[config.mk]
export PLATFORM = sky130hd
export DESIGN_NAME = swervolf_ram_loader_flat
export DESIGN_NICKNAME = d
export VERILOG_FILES = /design/src/rtl/swervolf_ram_loader_if.sv /design/src/rtl/swervolf_ram_loader.sv /design/src/flat_wrapper.sv
export SDC_FILE = /design/constraint.sdc
export NUM_CORES = 1
export LEC_CHECK = 0
export ABC_CLOCK_PERIOD_IN_PS = 11500
export CAP_MARGIN = 15
export CORE_MARGIN = 2
export CORE_UTILIZATION = 50
export CTS_BUF_LIST = sky130_fd_sc_hd__clkbuf_2 sky130_fd_sc_hd__clkbuf_4 sky130_fd_sc_hd__clkbuf_8
export CTS_CLUSTER_SIZE = 12
export DETAILED_ROUTE_END_ITERATION = 6
export GPL_TIMING_DRIVEN = 0
export PLACE_DENSITY = 0.76
export RECOVER_POWER = 25
export SYNTH_ARGS = -nofsm -noshare
export SYNTH_HDL_FRONTEND = slang
export SYNTH_SLANG_ARGS = --single-unit
[constraint.sdc]
create_clock -name clk -period 11.5 [get_ports clk]
set_input_delay 1.725 -clock clk [delete_from_list [all_inputs] [get_ports clk]]
set_output_delay 1.725 -clock clk [all_outputs]
set_load 0.02 [all_outputs]
[src/rtl/swervolf_ram_loader_if.sv]
// Image-stream and RAM AXI4 write-channel bundle for the boot loader.
// master = loader side, slave = stream source / interconnect side.
interface swervolf_ram_loader_if #(
    parameter int ID_WIDTH = 8
);
    logic [7:0]          i_data;
    logic                i_valid;
    logic                o_ready;

    logic [ID_WIDTH-1:0] o_awid;
    logic [31:0]         o_awaddr;
    logic [7:0]          o_awlen;
    logic [2:0]          o_awsize;
    logic [1:0]          o_awburst;
    logic                o_awvalid;
    logic                i_awready;

    logic [63:0]         o_wdata;
    logic [7:0]          o_wstrb;
    logic                o_wlast;
    logic                o_wvalid;
    logic                i_wready;

    logic [ID_WIDTH-1:0] i_bid;
    logic [1:0]          i_bresp;
    logic                i_bvalid;
    logic                o_bready;

    modport master (
        input  i_data, i_valid, i_awready, i_wready, i_bid, i_bresp, i_bvalid,
        output o_ready, o_awid, o_awaddr, o_awlen, o_awsize, o_awburst, o_awvalid,
               o_wdata, o_wstrb, o_wlast, o_wvalid, o_bready
    );

    modport slave (
        output i_data, i_valid, i_awready, i_wready, i_bid, i_bresp, i_bvalid,
        input  o_ready, o_awid, o_awaddr, o_awlen, o_awsize, o_awburst, o_awvalid,
               o_wdata, o_wstrb, o_wlast, o_wvalid, o_bready
    );
endinterface

[src/rtl/swervolf_ram_loader.sv]
// Boot loader: length-prefixed byte stream -> single-beat 64-bit AXI4 writes, core held in reset until committed.
// SWERVOLF_LOADER_CHECKSUM_EN adds a trailing 32-bit byte-sum check before release.
module swervolf_ram_loader #(
    parameter logic [31:0] BASE_ADDR = 32'h0000_0000,
    parameter logic [31:0] MAX_BYTES = 32'h0001_0000,
    parameter int          ID_WIDTH  = 8
) (
    input  logic                  clk,
    input  logic                  rst,
    swervolf_ram_loader_if.master bus,
    output logic                  o_core_rst,
    output logic                  o_done,
    output logic                  o_err
);

`ifdef SWERVOLF_LOADER_CHECKSUM_EN
    typedef enum logic [2:0] {S_LEN, S_DATA, S_XFER, S_RESP, S_DONE, S_ERR, S_CSUM} state_t;
`else
    typedef enum logic [2:0] {S_LEN, S_DATA, S_XFER, S_RESP, S_DONE, S_ERR} state_t;
`endif

    state_t      state_q, state_d;
    logic [1:0]  cnt_q, cnt_d;
    logic [23:0] shift_q, shift_d;
    logic [31:0] rem_q, rem_d;
    logic [31:0] addr_q, addr_d;
    logic [63:0] wdata_q, wdata_d;
    logic [7:0]  wstrb_q, wstrb_d;
    logic [2:0]  lane_q, lane_d;
    logic        awvalid_q, awvalid_d;
    logic        wvalid_q, wvalid_d;
    logic        ready_q, ready_d;
`ifdef SWERVOLF_LOADER_CHECKSUM_EN
    logic [31:0] sum_q, sum_d;
`endif

    logic [31:0] word_in;
    logic        byte_hs;
    logic        unused_bid;

    assign word_in    = {bus.i_data, shift_q};
    assign byte_hs    = bus.i_valid & ready_q;
    assign unused_bid = ^bus.i_bid;

    always_ff @(posedge clk or posedge rst) begin
        if (rst) begin
            state_q   <= S_LEN;
            cnt_q     <= 2'd0;
            shift_q   <= 24'd0;
            rem_q     <= 32'd0;
            addr_q    <= BASE_ADDR;
            wdata_q   <= 64'd0;
            wstrb_q   <= 8'd0;
            lane_q    <= 3'd0;
            awvalid_q <= 1'b0;
            wvalid_q  <= 1'b0;
            ready_q   <= 1'b0;
`ifdef SWERVOLF_LOADER_CHECKSUM_EN
            sum_q     <= 32'd0;
`endif
        end else begin
            state_q   <= state_d;
            cnt_q     <= cnt_d;
            shift_q   <= shift_d;
            rem_q     <= rem_d;
            addr_q    <= addr_d;
            wdata_q   <= wdata_d;
            wstrb_q   <= wstrb_d;
            lane_q    <= lane_d;
            awvalid_q <= awvalid_d;
            wvalid_q  <= wvalid_d;
            ready_q   <= ready_d;
`ifdef SWERVOLF_LOADER_CHECKSUM_EN
            sum_q     <= sum_d;
`endif
        end
    end

    always_comb begin
        state_d   = state_q;
        cnt_d     = cnt_q;
        shift_d   = shift_q;
        rem_d     = rem_q;
        addr_d    = addr_q;
        wdata_d   = wdata_q;
        wstrb_d   = wstrb_q;
        lane_d    = lane_q;
        awvalid_d = awvalid_q;
        wvalid_d  = wvalid_q;
`ifdef SWERVOLF_LOADER_CHECKSUM_EN
        sum_d     = sum_q;
`endif

        case (state_q)
            S_LEN: begin
                if (byte_hs) begin
                    shift_d = word_in[31:8];
                    cnt_d   = cnt_q + 2'd1;
                    if (cnt_q == 2'd3) begin
                        if (word_in == 32'd0) begin
`ifdef SWERVOLF_LOADER_CHECKSUM_EN
                            state_d = S_CSUM;
`else
                            state_d = S_DONE;
`endif
                        end else if (word_in > MAX_BYTES) begin
                            state_d = S_ERR;
                        end else begin
                            state_d = S_DATA;
                            rem_d   = word_in;
                            addr_d  = BASE_ADDR;
                            lane_d  = 3'd0;
                            wdata_d = 64'd0;
                            wstrb_d = 8'd0;
                        end
                    end
                end
            end

            S_DATA: begin
                if (byte_hs) begin
                    wdata_d[{lane_q, 3'b000} +: 8] = bus.i_data;
                    wstrb_d[lane_q]                = 1'b1;
                    lane_d = lane_q + 3'd1;
                    rem_d  = rem_q - 32'd1;
`ifdef SWERVOLF_LOADER_CHECKSUM_EN
                    sum_d  = sum_q + {24'd0, bus.i_data};
`endif
                    // rem_q is never 0 here, so the decrement cannot wrap
                    if (lane_q == 3'd7 || rem_q == 32'd1) begin
                        state_d   = S_XFER;
                        awvalid_d = 1'b1;
                        wvalid_d  = 1'b1;
                    end
                end
            end

            S_XFER: begin
                if (awvalid_q && bus.i_awready) awvalid_d = 1'b0;
                if (wvalid_q && bus.i_wready)   wvalid_d  = 1'b0;
                if (!awvalid_d && !wvalid_d)    state_d   = S_RESP;
            end

            S_RESP: begin
                if (bus.i_bvalid) begin
                    if (bus.i_bresp != 2'b00) begin
                        state_d = S_ERR;
                    end else if (rem_q == 32'd0) begin
`ifdef SWERVOLF_LOADER_CHECKSUM_EN
                        state_d = S_CSUM;
`else
                        state_d = S_DONE;
`endif
                    end else begin
                        state_d = S_DATA;
                        addr_d  = addr_q + 32'd8;
                        lane_d  = 3'd0;
                        wdata_d = 64'd0;
                        wstrb_d = 8'd0;
                    end
                end
            end

`ifdef SWERVOLF_LOADER_CHECKSUM_EN
            S_CSUM: begin
                // cnt_q has wrapped back to 0 after the length field
                if (byte_hs) begin
                    shift_d = word_in[31:8];
                    cnt_d   = cnt_q + 2'd1;
                    if (cnt_q == 2'd3) state_d = (word_in == sum_q) ? S_DONE : S_ERR;
                end
            end
`endif

            default: ;
        endcase

`ifdef SWERVOLF_LOADER_CHECKSUM_EN
        ready_d = (state_d == S_LEN) || (state_d == S_DATA) || (state_d == S_CSUM);
`else
        ready_d = (state_d == S_LEN) || (state_d == S_DATA);
`endif
    end

    assign bus.o_ready   = ready_q;
    assign bus.o_awid    = {ID_WIDTH{1'b0}};
    assign bus.o_awaddr  = addr_q;
    assign bus.o_awlen   = 8'd0;
    assign bus.o_awsize  = 3'd3;
    assign bus.o_awburst = 2'b01;
    assign bus.o_awvalid = awvalid_q;
    assign bus.o_wdata   = wdata_q;
    assign bus.o_wstrb   = wstrb_q;
    assign bus.o_wlast   = 1'b1;
    assign bus.o_wvalid  = wvalid_q;
    assign bus.o_bready  = (state_q == S_RESP);

    assign o_done     = (state_q == S_DONE);
    assign o_err      = (state_q == S_ERR);
    assign o_core_rst = (state_q != S_DONE);

endmodule

[src/flat_wrapper.sv]
// flat-port wrapper written by rule: the top's interface ports become plain ports
module swervolf_ram_loader_flat 
#(
    parameter logic [31:0] BASE_ADDR = 32'h0000_0000,
    parameter logic [31:0] MAX_BYTES = 32'h0001_0000,
    parameter int          ID_WIDTH  = 8
)
  (clk, rst, o_core_rst, o_done, o_err, bus_i_data, bus_i_valid, bus_i_awready, bus_i_wready, bus_i_bid, bus_i_bresp, bus_i_bvalid, bus_o_ready, bus_o_awid, bus_o_awaddr, bus_o_awlen, bus_o_awsize, bus_o_awburst, bus_o_awvalid, bus_o_wdata, bus_o_wstrb, bus_o_wlast, bus_o_wvalid, bus_o_bready);
  swervolf_ram_loader_if #(.ID_WIDTH(ID_WIDTH)) bus_i ();
  input  logic clk;
  input  logic rst;
  output logic o_core_rst;
  output logic o_done;
  output logic o_err;
  input wire logic [$bits(bus_i.i_data)-1:0] bus_i_data;
  input wire logic [$bits(bus_i.i_valid)-1:0] bus_i_valid;
  input wire logic [$bits(bus_i.i_awready)-1:0] bus_i_awready;
  input wire logic [$bits(bus_i.i_wready)-1:0] bus_i_wready;
  input wire logic [$bits(bus_i.i_bid)-1:0] bus_i_bid;
  input wire logic [$bits(bus_i.i_bresp)-1:0] bus_i_bresp;
  input wire logic [$bits(bus_i.i_bvalid)-1:0] bus_i_bvalid;
  output wire logic [$bits(bus_i.o_ready)-1:0] bus_o_ready;
  output wire logic [$bits(bus_i.o_awid)-1:0] bus_o_awid;
  output wire logic [$bits(bus_i.o_awaddr)-1:0] bus_o_awaddr;
  output wire logic [$bits(bus_i.o_awlen)-1:0] bus_o_awlen;
  output wire logic [$bits(bus_i.o_awsize)-1:0] bus_o_awsize;
  output wire logic [$bits(bus_i.o_awburst)-1:0] bus_o_awburst;
  output wire logic [$bits(bus_i.o_awvalid)-1:0] bus_o_awvalid;
  output wire logic [$bits(bus_i.o_wdata)-1:0] bus_o_wdata;
  output wire logic [$bits(bus_i.o_wstrb)-1:0] bus_o_wstrb;
  output wire logic [$bits(bus_i.o_wlast)-1:0] bus_o_wlast;
  output wire logic [$bits(bus_i.o_wvalid)-1:0] bus_o_wvalid;
  output wire logic [$bits(bus_i.o_bready)-1:0] bus_o_bready;
  assign bus_i.i_data = bus_i_data;
  assign bus_i.i_valid = bus_i_valid;
  assign bus_i.i_awready = bus_i_awready;
  assign bus_i.i_wready = bus_i_wready;
  assign bus_i.i_bid = bus_i_bid;
  assign bus_i.i_bresp = bus_i_bresp;
  assign bus_i.i_bvalid = bus_i_bvalid;
  assign bus_o_ready = bus_i.o_ready;
  assign bus_o_awid = bus_i.o_awid;
  assign bus_o_awaddr = bus_i.o_awaddr;
  assign bus_o_awlen = bus_i.o_awlen;
  assign bus_o_awsize = bus_i.o_awsize;
  assign bus_o_awburst = bus_i.o_awburst;
  assign bus_o_awvalid = bus_i.o_awvalid;
  assign bus_o_wdata = bus_i.o_wdata;
  assign bus_o_wstrb = bus_i.o_wstrb;
  assign bus_o_wlast = bus_i.o_wlast;
  assign bus_o_wvalid = bus_i.o_wvalid;
  assign bus_o_bready = bus_i.o_bready;
  swervolf_ram_loader #(.BASE_ADDR(BASE_ADDR), .MAX_BYTES(MAX_BYTES), .ID_WIDTH(ID_WIDTH)) u_core (.clk(clk), .rst(rst), .bus(bus_i), .o_core_rst(o_core_rst), .o_done(o_done), .o_err(o_err));
endmodule
==> impl_metrics.py <==
metrics = {
    "critical_path": {
        "r2r_cells": 8,
        "r2r_end": "u_core.rem_q[2]",
        "rr_startpoint": "u_core.state_q[2]",
        "start_kind": "flip-flop",
        "cp-end-kind": "output pin",
        "cp.required_ns": 9.78,
        "ff2ff_setup_slack_ns": 8.34,
        "crit_fanout": 10,
        "arrival_ns": 2.93,
        "path_class": "flip-flop to output pin",
        "cp-startpoint": "u_core.state_q[2]",
    },
    "flow_run": {
        "cap_viol_max_count": 1,
    },
    "yosys": {
        "synthFlopType": "dfrtp_1",
        "async_reset_ff_frac": 1.00,
        "netlist-cell-type-count": 69,
        "ys_seq_elements": 168,
        "synthCells": 823,
        "synth_edf_count": 0,
        "syn_area_per_cell_sq_um": 10.2,
        "ys_warn_count": 0,
        "ys_seq_area_frac": 0.502,
        "syn_area_sq_um": 8380,
    },
    "drt": {
        "via_per_inst": 6.02,
        "firstDrtPassIters": 5,
        "post_drt_wl_per_cell_um": 19.0,
        "first_iter_violations": 603,
        "vias": 7359,
        "drtAntennaViolNets": 0,
        "drcViolationCount": 0,
        "wirelength_um": 23200,
    },
    "timing": {
        "worst_slew_pin_slew_ns": 3.82,
        "tns_ns": 0,
        "rsz0062_at_grt": "false",
        "hold_viol_final": 0,
        "fin_crit_sh": 0.405,
        "drv_slew": 85,
        "finalClockSkew_ns": 0.0211,
        "clock.fmax_mhz": 215,
        "period_minus_slack_ns": 4.66,
        "slew_headroom": -1.56,
        "setup_viol": 0,
    },
    "cells_and_area": {
        "drive_gt1_frac": 0.126,
        "diodes": 0,
        "fin_nets": 1021,
        "areaGrowthSynthToFinish_pct": 24.2,
        "final_cell_mix": "dfrtp_1 (168), clkdlybuf4s50_1 (122), nand2_1 (59)",
        "layout_commonest_cell": "dfrtp_1",
        "final_cell_area_sq_um": 10400,
    },
    "place": {
        "hpwl_um": 16200,
        "io_buffers": 123,
        "dpl_cell_area_sq_um": 10000,
        "gp_congestion": 0.882,
    },
    "pwr": {
        "p_per_area_nw_per_um2": 191,
        "p_total_uw": 1980,
        "leakagePower_uw": 0.00441,
        "peakVddDrop_mv": 0.0819,
    },
    "global_routing": {
        "antenna_found_initial": 0,
        "grt-ovfl-total": 0,
        "grt_max_degree": 86,
        "grt_use_total": 0.261,
        "grt_pass1_wl_um": 36600,
        "grt_pass1_vias": 6748,
    },
    "floorplanning": {
        "ios": 157,
        "dieArea_sq_um": 17800,
        "std_cell_rows": 47,
        "start_util": 0.509,
        "coreArea_sq_um": 16500,
        "die_y_um": 133,
        "fp.dieW_um": 133,
    },
    "cts": {
        "cts_resized": 0,
        "clock_latency_ns": 0.49,
        "cts_setup_buffers": 0,
        "cts_buffer_depth": 2,
        "cts_tree": "done",
        "root_buffer": "clkbuf_8",
        "cts.sinks": 168,
        "ctsHoldBuffers": 0,
        "cts_buffers": 17,
        "clkTransAtPathRegs_ns": 0.09,
        "cts_htree_levels": 4,
    },
    "worst_hold_path": {
        "hold_class": "flip-flop to flip-flop",
        "hold_depth": 1,
        "hold_path.startpoint": "u_core.cnt_q[0]",
        "hold_path_end": "u_core.cnt_q[0]",
    },
    "run_status": {
        "status": "complete, but fails checks",
        "violations": "capacitance limit, slew limit",
    },
}
[routing by layer]
layer / GRT usage / share of wire / vias to the layer above
met5: 0 / 0 / -
met2: 0.381 / 0.44 / 316
met1: 0.392 / 0.46 / 3610
met4: 0.0827 / 0.016 / 0
met3: 0.0548 / 0.079 / 33
li1: - / - / 3400
[Yosys cell counts (all sizes together), types with 7 or more instances]
library cell	instances	area, sq um
a31oi	21	131
or4	7	63.8
nor3	30	170
nand3	28	140
mux2	25	282
o2bb2ai	17	168
a21oi	42	210
inv	14	52.6
nand2	59	221
o21ai	48	240
nand4	9	56.3
buf	49	309
o21a	14	105
clkbuf	30	113
nor4	24	178
nor2	48	180
and3	23	144
o31ai	18	135
a22o	48	420
dfrtp	168	4200
o22ai	7	43.8
ha	8	100
[sequential cells by signal, indices dropped and copies added (netlist names)]
signal,count
u_core.bus.o_wdata,64
u_core.bus.o_ready,1
u_core.lane_q,3
u_core.bus.o_awaddr,29
u_core.state_q,3
u_core.bus.o_wstrb,8
u_core.bus.o_awvalid,1
u_core.shift_q,24
u_core.cnt_q,2
u_core.rem_q,32
u_core.bus.o_wvalid,1
[kinds of logic (layout without fill, tap and decap cells)]
kind of cell / count (synthesis) / in the layout / share of synthesized area
AO/OA/AOI/OAI: 262 / 262 / 0.225
AND/OR/NAND/NOR: 262 / 262 / 0.167
flip-flops: 168 / 168 / 0.502
buffers and inverters: 94 / 250 / 0.0571
multiplexers: 25 / 25 / 0.0336
adder cells (fa/ha/maj): 8 / 8 / 0.0120
other: 2 / 25 / 0.000897
XOR/XNOR: 2 / 2 / 0.00209
[cell type report]
type / instances / area [sq um]
fillers: 1346 / 6060
well taps: 220 / 275
flip-flops and latches: 168 / 4200
multi-input cells: 584 / 3780
clock buffers: 17 / 234
clock inverters: 15 / 171
repair buffers: 124 / 1260
inverters: 15 / 57.6
plain buffers: 79 / 422
[power breakdown]
group          leakage (uW)  switching (uW)  internal, uW
sequential          0.00223             124           707
combinational       0.00198             453           274
clock              0.000204             258           165
total               0.00441             836          1150
[metrics by stage]
stage	hold WS, ns	utilization	instances	setup slack, ns
after floorplan	0.443	-	846	5.23
after global placement	0.464	0.605	1189	2.98
after detailed placement	0.469	0.608	1190	6.74
after CTS	0.483	0.632	1222	6.86
after global routing	0.493	0.632	1222	6.33
final	0.484	0.632	1222	6.84
[how the worst max path moves through the flow]
stage / slack [ns] / depth (start not counted) / endpoint
2_1_floorplan: 5.23 / 1 / u_core.bus.o_awaddr[10]
3_3_place_gp: 2.98 / 2 / u_core.bus.o_wdata[41]
3_5_place_dp: 6.74 / 8 / u_core.bus.o_wdata[46]
4_1_cts: 6.86 / 6 / bus_o_bready
5_1_grt: 6.33 / 2 / u_core.bus.o_wstrb[0]
6_report: 6.84 / 6 / bus_o_bready
[critical path, cell delays in order (launching register included)]
cell             delay, ns
dfrtp_1               0.37
clkbuf_1              0.19
nor2b_1               0.27
nand2_1               0.24
clkinv_1              0.25
clkbuf_1              0.43
clkdlybuf4s50_1       0.71
(Power assumes the default switching activity.)
